<file path="src/rtl/pcm_arb_pkg.sv">
// Shared types and constants for the PCM memory arbiter.
// Holds the FSM state encoding and bus-width constants.
package pcm_arb_pkg;

    localparam int          CPU_AW   = 20;
    localparam int          DATA_W   = 16;
    localparam logic [15:0] OOR_DATA = 16'hFFFF;
    localparam logic [1:0]  BE_ALL   = 2'b11;

    typedef enum logic [2:0] {
        IDLE,
        ACCESS,
        WAIT,
        CAPTURE,
        DONE
    } state_t;

endpackage

</file>
<file path="src/rtl/pcm_mm_arbiter_if.sv">
// CPU-side request bus and PCM Avalon-MM slave bus of the arbiter.
// master = arbiter side, slave = requesters and memory side.
interface pcm_mm_arbiter_if #(
    parameter int NUM_CPU = 4,
    parameter int MEM_AW  = 11
);
    import pcm_arb_pkg::*;

    logic [NUM_CPU-1:0]             cpu_req;
    logic [NUM_CPU-1:0]             cpu_write;
    logic [NUM_CPU-1:0][CPU_AW-1:0] cpu_addr;
    logic [NUM_CPU-1:0][DATA_W-1:0] cpu_data_in;
    logic [NUM_CPU-1:0]             cpu_ready;
    logic [NUM_CPU-1:0][DATA_W-1:0] cpu_data_out;

    logic [MEM_AW-1:0]              pcm_mem_mm_address;
    logic                           pcm_mem_mm_chipselect;
    logic                           pcm_mem_mm_clken;
    logic                           pcm_mem_mm_write;
    logic [DATA_W-1:0]              pcm_mem_mm_writedata;
    logic [1:0]                     pcm_mem_mm_byteenable;
    logic [DATA_W-1:0]              pcm_mem_mm_readdata;

    modport master (
        input  cpu_req, cpu_write, cpu_addr, cpu_data_in,
        input  pcm_mem_mm_readdata,
        output cpu_ready, cpu_data_out,
        output pcm_mem_mm_address, pcm_mem_mm_chipselect,
        output pcm_mem_mm_clken, pcm_mem_mm_write,
        output pcm_mem_mm_writedata, pcm_mem_mm_byteenable
    );

    modport slave (
        output cpu_req, cpu_write, cpu_addr, cpu_data_in,
        output pcm_mem_mm_readdata,
        input  cpu_ready, cpu_data_out,
        input  pcm_mem_mm_address, pcm_mem_mm_chipselect,
        input  pcm_mem_mm_clken, pcm_mem_mm_write,
        input  pcm_mem_mm_writedata, pcm_mem_mm_byteenable
    );

endinterface

</file>
<file path="src/rtl/pcm_rr_select.sv">
// Combinational requester select: round-robin from i_ptr with mask,
// or lowest-index fixed priority when PCM_ARB_FIXED_PRIO_EN is defined.
module pcm_rr_select #(
    parameter int NUM_CPU = 4,
    parameter int IW      = (NUM_CPU > 1) ? $clog2(NUM_CPU) : 1
) (
    input  logic [NUM_CPU-1:0] i_req,
    input  logic [NUM_CPU-1:0] i_mask,
    input  logic [IW-1:0]      i_ptr,
    output logic               o_valid,
    output logic [IW-1:0]      o_grant
);

`ifdef PCM_ARB_FIXED_PRIO_EN
    logic w_unused;
    assign w_unused = ^{i_mask, i_ptr};

    always_comb begin
        o_valid = 1'b0;
        o_grant = '0;
        for (int i = NUM_CPU - 1; i >= 0; i--) begin
            if (i_req[i]) begin
                o_valid = 1'b1;
                o_grant = IW'(i);
            end
        end
    end
`else
    logic [NUM_CPU-1:0] w_cand;
    assign w_cand = i_req & ~i_mask;

    // Descending scan so the smallest offset from i_ptr wins.
    always_comb begin
        o_valid = 1'b0;
        o_grant = '0;
        for (int k = NUM_CPU - 1; k >= 0; k--) begin
            if (w_cand[(int'(i_ptr) + k) % NUM_CPU]) begin
                o_valid = 1'b1;
                o_grant = IW'((int'(i_ptr) + k) % NUM_CPU);
            end
        end
    end
`endif

endmodule

</file>
<file path="src/rtl/pcm_mm_arbiter.sv">
// Serialises NUM_CPU requesters onto the PCM Avalon-MM slave port.
// Define PCM_ARB_FIXED_PRIO_EN for fixed lowest-index priority.
module pcm_mm_arbiter
    import pcm_arb_pkg::*;
#(
    parameter int NUM_CPU      = 4,
    parameter int READ_LATENCY = 1,
    parameter int MEM_AW       = 11
) (
    input  logic              clk,
    input  logic              reset,
    pcm_mm_arbiter_if.master  bus
);

    localparam int IW = (NUM_CPU > 1) ? $clog2(NUM_CPU) : 1;

    state_t                         r_state;
    logic [IW-1:0]                  r_id;
    logic [IW-1:0]                  r_ptr;
    logic                           r_write;
    logic                           r_mask_en;
    logic [1:0]                     r_wcnt;
    logic [NUM_CPU-1:0]             r_ready;
    logic [NUM_CPU-1:0][DATA_W-1:0] r_dout;
    logic [MEM_AW-1:0]              r_mm_addr;
    logic                           r_mm_cs;
    logic                           r_mm_wr;
    logic [DATA_W-1:0]              r_mm_wd;
    logic [1:0]                     r_mm_be;

    logic [NUM_CPU-1:0]             w_mask;
    logic                           w_valid;
    logic [IW-1:0]                  w_grant;
    logic [CPU_AW-1:0]              w_addr;
    logic                           w_wr;
    logic                           w_oor;

    assign w_mask = r_mask_en ? (NUM_CPU'(1) << r_id) : '0;
    assign w_addr = bus.cpu_addr[w_grant];
    assign w_wr   = bus.cpu_write[w_grant];
    assign w_oor  = |w_addr[CPU_AW-1:MEM_AW];

    pcm_rr_select #(
        .NUM_CPU (NUM_CPU),
        .IW      (IW)
    ) u_sel (
        .i_req   (bus.cpu_req),
        .i_mask  (w_mask),
        .i_ptr   (r_ptr),
        .o_valid (w_valid),
        .o_grant (w_grant)
    );

    // r_ptr is the next start index, so reset favours CPU0.
    always_ff @(posedge clk or negedge reset) begin
        if (!reset) begin
            r_state   <= IDLE;
            r_id      <= '0;
            r_ptr     <= '0;
            r_write   <= 1'b0;
            r_mask_en <= 1'b0;
            r_wcnt    <= '0;
            r_ready   <= '0;
            r_dout    <= '0;
            r_mm_addr <= '0;
            r_mm_cs   <= 1'b0;
            r_mm_wr   <= 1'b0;
            r_mm_wd   <= '0;
            r_mm_be   <= '0;
        end else begin
            unique case (r_state)
                IDLE: begin
                    r_mask_en <= 1'b0;
                    if (w_valid) begin
                        r_id    <= w_grant;
                        r_write <= w_wr;
                        if (w_oor) begin
                            r_state          <= DONE;
                            r_ready[w_grant] <= 1'b1;
                            if (!w_wr)
                                r_dout[w_grant] <= OOR_DATA;
                        end else begin
                            r_state   <= ACCESS;
                            r_mm_cs   <= 1'b1;
                            r_mm_addr <= w_addr[MEM_AW-1:0];
                            r_mm_wr   <= w_wr;
                            r_mm_wd   <= bus.cpu_data_in[w_grant];
                            r_mm_be   <= BE_ALL;
                        end
                    end
                end
                ACCESS: begin
                    r_mm_cs   <= 1'b0;
                    r_mm_addr <= '0;
                    r_mm_wr   <= 1'b0;
                    r_mm_wd   <= '0;
                    r_mm_be   <= '0;
                    r_wcnt    <= '0;
                    if (r_write) begin
                        r_state       <= DONE;
                        r_ready[r_id] <= 1'b1;
                    end else if (READ_LATENCY == 1) begin
                        r_state <= CAPTURE;
                    end else begin
                        r_state <= WAIT;
                    end
                end
                WAIT: begin
                    if (r_wcnt == 2'(READ_LATENCY - 2))
                        r_state <= CAPTURE;
                    else
                        r_wcnt <= r_wcnt + 2'd1;
                end
                CAPTURE: begin
                    r_dout[r_id]  <= bus.pcm_mem_mm_readdata;
                    r_ready[r_id] <= 1'b1;
                    r_state       <= DONE;
                end
                DONE: begin
                    r_ready   <= '0;
                    r_mask_en <= 1'b1;
                    r_state   <= IDLE;
                    r_ptr     <= (r_id == IW'(NUM_CPU - 1)) ? '0 : r_id + 1'b1;
                end
                default: r_state <= IDLE;
            endcase
        end
    end

    assign bus.cpu_ready             = r_ready;
    assign bus.cpu_data_out          = r_dout;
    assign bus.pcm_mem_mm_address    = r_mm_addr;
    assign bus.pcm_mem_mm_chipselect = r_mm_cs;
    assign bus.pcm_mem_mm_clken      = r_mm_cs;
    assign bus.pcm_mem_mm_write      = r_mm_wr;
    assign bus.pcm_mem_mm_writedata  = r_mm_wd;
    assign bus.pcm_mem_mm_byteenable = r_mm_be;

endmodule

</file>
<file path="src/flat_wrapper.sv">
// flat-port wrapper written by rule: the top's interface ports become plain ports
module pcm_mm_arbiter_flat import pcm_arb_pkg::*;
#(
    parameter int NUM_CPU      = 4,
    parameter int READ_LATENCY = 1,
    parameter int MEM_AW       = 11
)
  (clk, reset, bus_cpu_req, bus_cpu_write, bus_cpu_addr, bus_cpu_data_in, bus_pcm_mem_mm_readdata, bus_cpu_ready, bus_cpu_data_out, bus_pcm_mem_mm_address, bus_pcm_mem_mm_chipselect, bus_pcm_mem_mm_clken, bus_pcm_mem_mm_write, bus_pcm_mem_mm_writedata, bus_pcm_mem_mm_byteenable);
  pcm_mm_arbiter_if #(.NUM_CPU(NUM_CPU), .MEM_AW(MEM_AW)) bus_i ();
  input  logic clk;
  input  logic reset;
  input wire logic [$bits(bus_i.cpu_req)-1:0] bus_cpu_req;
  input wire logic [$bits(bus_i.cpu_write)-1:0] bus_cpu_write;
  input wire logic [$bits(bus_i.cpu_addr)-1:0] bus_cpu_addr;
  input wire logic [$bits(bus_i.cpu_data_in)-1:0] bus_cpu_data_in;
  input wire logic [$bits(bus_i.pcm_mem_mm_readdata)-1:0] bus_pcm_mem_mm_readdata;
  output wire logic [$bits(bus_i.cpu_ready)-1:0] bus_cpu_ready;
  output wire logic [$bits(bus_i.cpu_data_out)-1:0] bus_cpu_data_out;
  output wire logic [$bits(bus_i.pcm_mem_mm_address)-1:0] bus_pcm_mem_mm_address;
  output wire logic [$bits(bus_i.pcm_mem_mm_chipselect)-1:0] bus_pcm_mem_mm_chipselect;
  output wire logic [$bits(bus_i.pcm_mem_mm_clken)-1:0] bus_pcm_mem_mm_clken;
  output wire logic [$bits(bus_i.pcm_mem_mm_write)-1:0] bus_pcm_mem_mm_write;
  output wire logic [$bits(bus_i.pcm_mem_mm_writedata)-1:0] bus_pcm_mem_mm_writedata;
  output wire logic [$bits(bus_i.pcm_mem_mm_byteenable)-1:0] bus_pcm_mem_mm_byteenable;
  assign bus_i.cpu_req = bus_cpu_req;
  assign bus_i.cpu_write = bus_cpu_write;
  assign bus_i.cpu_addr = bus_cpu_addr;
  assign bus_i.cpu_data_in = bus_cpu_data_in;
  assign bus_i.pcm_mem_mm_readdata = bus_pcm_mem_mm_readdata;
  assign bus_cpu_ready = bus_i.cpu_ready;
  assign bus_cpu_data_out = bus_i.cpu_data_out;
  assign bus_pcm_mem_mm_address = bus_i.pcm_mem_mm_address;
  assign bus_pcm_mem_mm_chipselect = bus_i.pcm_mem_mm_chipselect;
  assign bus_pcm_mem_mm_clken = bus_i.pcm_mem_mm_clken;
  assign bus_pcm_mem_mm_write = bus_i.pcm_mem_mm_write;
  assign bus_pcm_mem_mm_writedata = bus_i.pcm_mem_mm_writedata;
  assign bus_pcm_mem_mm_byteenable = bus_i.pcm_mem_mm_byteenable;
  pcm_mm_arbiter #(.NUM_CPU(NUM_CPU), .READ_LATENCY(READ_LATENCY), .MEM_AW(MEM_AW)) u_core (.clk(clk), .reset(reset), .bus(bus_i));
endmodule
</file>
<file path="config.mk">
export PLATFORM = sky130hd
export DESIGN_NAME = pcm_mm_arbiter_flat
export DESIGN_NICKNAME = d
export VERILOG_FILES = /design/src/rtl/pcm_arb_pkg.sv /design/src/rtl/pcm_mm_arbiter_if.sv /design/src/rtl/pcm_rr_select.sv /design/src/rtl/pcm_mm_arbiter.sv /design/src/flat_wrapper.sv
export SDC_FILE = /design/constraint.sdc
export NUM_CORES = 1
export LEC_CHECK = 0
export CORE_ASPECT_RATIO = 0.6
export CORE_MARGIN = 3
export CORE_UTILIZATION = 65
export CTS_BUF_LIST = sky130_fd_sc_hd__clkbuf_2
export CTS_CLUSTER_DIAMETER = 60
export DETAILED_ROUTE_END_ITERATION = 8
export DONT_BUFFER_PORTS = 1
export GPL_ROUTABILITY_DRIVEN = 0
export GPL_TIMING_DRIVEN = 0
export PLACE_DENSITY = 0.85
export RECOVER_POWER = 50
export SLEW_MARGIN = 10
export SYNTH_ARGS = -nofsm -noshare
export SYNTH_HDL_FRONTEND = slang
export SYNTH_HIERARCHICAL = 1
export SYNTH_SLANG_ARGS = --single-unit
</file>
<file path="constraint.sdc">
create_clock -name clk -period 5.3 [get_ports clk]
set_input_delay 0.795 -clock clk [delete_from_list [all_inputs] [get_ports clk]]
set_output_delay 0.795 -clock clk [all_outputs]
set_load 0.01 [all_outputs]
</file>
==> impl_metrics.tcl <==
set metrics [dict create \
    dieArea_mm2 0.0108 \
    rrSetupSlack_ns 0.96 \
    crit_fanout 10 \
    syn-mean-instance-area_um2 10.6 \
    syn_inst 581 \
    grt_pass1_vias 5014 \
    hpwl_um 14800 \
    dp.cells 707 \
    setup_slack_ns 0.959 \
    cp_data_arrival_time_ns 4.85 \
    drive_gt1_share_pct 12.5 \
    syn_area_mm2 0.00618 \
    routed_wl_um 19400 \
    status "finished, violations left" \
    yosysUniqueCellTypes 40 \
    worst_setup_path_end_kind "flip-flop" \
    clkLatencyLatePin_ns 0.62 \
    drv_slew 109 \
    powerDensity_mw_per_mm2 541 \
    slew_headroom_pct -79.1 \
    synth.top_cell.area_share_pct 43.7 \
    fmax_mhz 230 \
    required_ns 5.81 \
    clkTransAtPathRegs_ns 0.29 \
    synth-seq-area-share_pct 43.7 \
    hp-class "in -> reg" \
    power_leakage_nw 2.74 \
    grt_max_degree 109 \
    synth.most_common_cell "dfrtp_1" \
    first_pass_iters 5 \
    yosys.area.top_type "dfrtp_1" \
    final_nets 768 \
    syn2layout_area_growth_pct 4.17 \
    start_kind "flip-flop" \
    path_class "reg -> reg" \
    postCtsSetupRepairBufs 0 \
    finalNonFillerCells 724 \
    clock-sinks 108 \
    nFillCells 649 \
    drc 0 \
    htreeDepth 3 \
    synth_edf_count 0 \
    rsz0062_at_grt "no" \
    hold_violations 0 \
    yosys_warnings 6 \
    vias 5228 \
    root_buffer "clkbuf_2" \
    track_usage_pct 35.3 \
    tns_ns 0 \
    diodes 0 \
    fin_worst_skew_ns 0.0424 \
    drt_iter0_drc 583 \
    antenna_found_initial 0 \
    die_w_um 132 \
    violations "max-capacitance violations, max-slew violations" \
    ios 270 \
    peakVddDrop_uv 279 \
    grt_first_pass_wirelength_um 28700 \
    min_period_over_period_pct 81.9 \
    grt_overflow_total 0 \
    setup_viol 0 \
    max_cap_viol_count 1 \
    die_y_um 81.5 \
    ys_top_cells_by_area "dfrtp_1 44%, mux4_2 10%, o31a_1 9.1%" \
    wire_per_inst_um 26.9 \
    tightest_slew_ns 2.69 \
    synthTopCellsByCount "108 x dfrtp_1, 79 x nor2_1, 65 x o22ai_1" \
    syn_nets 756 \
    clock_path_buffers 2 \
    layout_min_cycle_time_ns 4.34 \
    async_reset_ff_share_pct 100 \
    synth_ff_type "dfrtp_1" \
    holdPathStages 2 \
    reg2reg_depth 10 \
    ant_nets 0 \
    dp_slack_ns 1.12 \
    initial_utilization_pct 69.6 \
    core_area_mm2 0.00888 \
    synth-seq-cells 108 \
    cts_tree "done" \
    cts_resized 0 \
    core.rowCount 26 \
    hold_slack_ns 0.509 \
    port-buffer-count 0 \
    vias_per_cell 7.22 \
    numCtsBuffers 9 \
    finalPower_mw 3.49 \
]
[power by group]
| part | total, mW | switching, mW | internal [mW] | leakage, nW |
|---|---|---|---|---|
| clock | 0.349 | 0.283 | 0.0665 | 0.0668 |
| sequential | 1.33 | 0.295 | 1.03 | 1.45 |
| combinational | 1.81 | 0.941 | 0.870 | 1.23 |
| total | 3.49 | 1.52 | 1.97 | 2.74 |
[repair_timing]
| item | in CTS | in global routing |
|---|---|---|
| hold endpoints to repair | 108 | 0 |
| hold buffers | 1 | 0 |
| setup endpoints to repair | 0 | 0 |
[final cells by class]
type | instances | area, um2 | share of cell area [%]
Multi-Input combinational cell | 414 | 3180 | 49.4
Sequential cell | 108 | 2700 | 42.0
Buffer | 54 | 280 | 4.35
Tap cell | 126 | 158 | 2.45
Clock inverter | 7 | 50.0 | 0.777
Clock buffer | 9 | 45.0 | 0.700
Inverter | 5 | 18.8 | 0.291
Timing Repair Buffer | 1 | 5.00 | 0.0777
[metrics by stage]
stage / util (%) / area (um2)
floorplan: - / 6180
global placement: 71.4 / 6340
detailed placement: 71.4 / 6340
CTS: 72.8 / 6460
global route: 72.5 / 6440
finish: 72.5 / 6440
[worst paths after layout]
path | start | end
worst min-delay path | bus_cpu_addr[10] | u_core/bus.pcm_mem_mm_address[10]
min in group asynchronous | reset | u_core/bus.cpu_data_out[36]
worst max register to register | u_core/r_id[0] | u_core/bus.pcm_mem_mm_address[8]
max in group asynchronous | reset | u_core/r_mask_en
worst max-delay path | u_core/r_id[0] | u_core/bus.pcm_mem_mm_address[8]
worst min register to register | u_core/r_id[0] | u_core/r_ptr[0]
[critical path, cell delays in order (launching register included)]
cell and delay [ns]:
dfrtp_1 0.49, inv_1 0.10, ha_1 0.25, and2_1 0.24, and3b_1 0.21, or3b_1 0.35
a2bb2oi_1 0.67, clkbuf_1 0.60, clkbuf_1 0.64, mux4_2 0.42, mux2_1 0.30
[cells in the final DEF (no fill, tap or decap), types with 4 or more instances in the layout]
master    Yosys  routed
a21oi_1      11      11
o31a_1       64      64
mux2_1       19      19
ha_1          5       5
nand2_1      30      30
buf_6         8       8
mux4_2       28      28
o21ai_0      13      13
clkbuf_1     35      35
inv_1         5       5
clkbuf_2      0      10
dfrtp_1     108     108
nand3_1       5       5
and3_1        4       4
nor2_1       79      79
o22ai_1      65      65
nor2b_1      31      31
nand2b_1      4       4
nor4_1        9       9
o21ai_1       5       5
mux2_4        9       9
buf_1         5       5
buf_4         4       4
and2_1        9       9
[layer usage]
| layer | vias to the layer above | track usage, % | wire [um] |
|---|---|---|---|
| li1 | 2209 | - | - |
| met1 | 2604 | 49.3 | 7650 |
| met2 | 388 | 54.3 | 9110 |
| met3 | 27 | 12.4 | 2430 |
| met4 | 0 | 7.86 | 259 |
| met5 | - | 0 | 0 |
[logic make-up (layout without fill, tap and decap cells)]
kind of cell | count (synthesis) | in the layout | synth area share, %
DFF | 108 | 108 | 43.7
and+or+nand+nor | 183 | 183 | 14.5
AOI/OAI and AO/OA | 166 | 166 | 19.4
muxes | 60 | 60 | 16.6
adders and majority gates | 5 | 5 | 1.01
buffers and inverters | 59 | 76 | 4.84
[flip-flops by register name (all words and copies together), names as in the netlist, 2 cells and up]
signal and cells:
u_core/bus.cpu_data_out 64, u_core/bus.cpu_ready 4, u_core/bus.pcm_mem_mm_address 11, u_core/bus.pcm_mem_mm_writedata 16, u_core/r_id 2, u_core/r_ptr 2
u_core/r_state 3, u_core/r_wcnt 2
No activity file was read; power rests on OpenSTA's default activity.
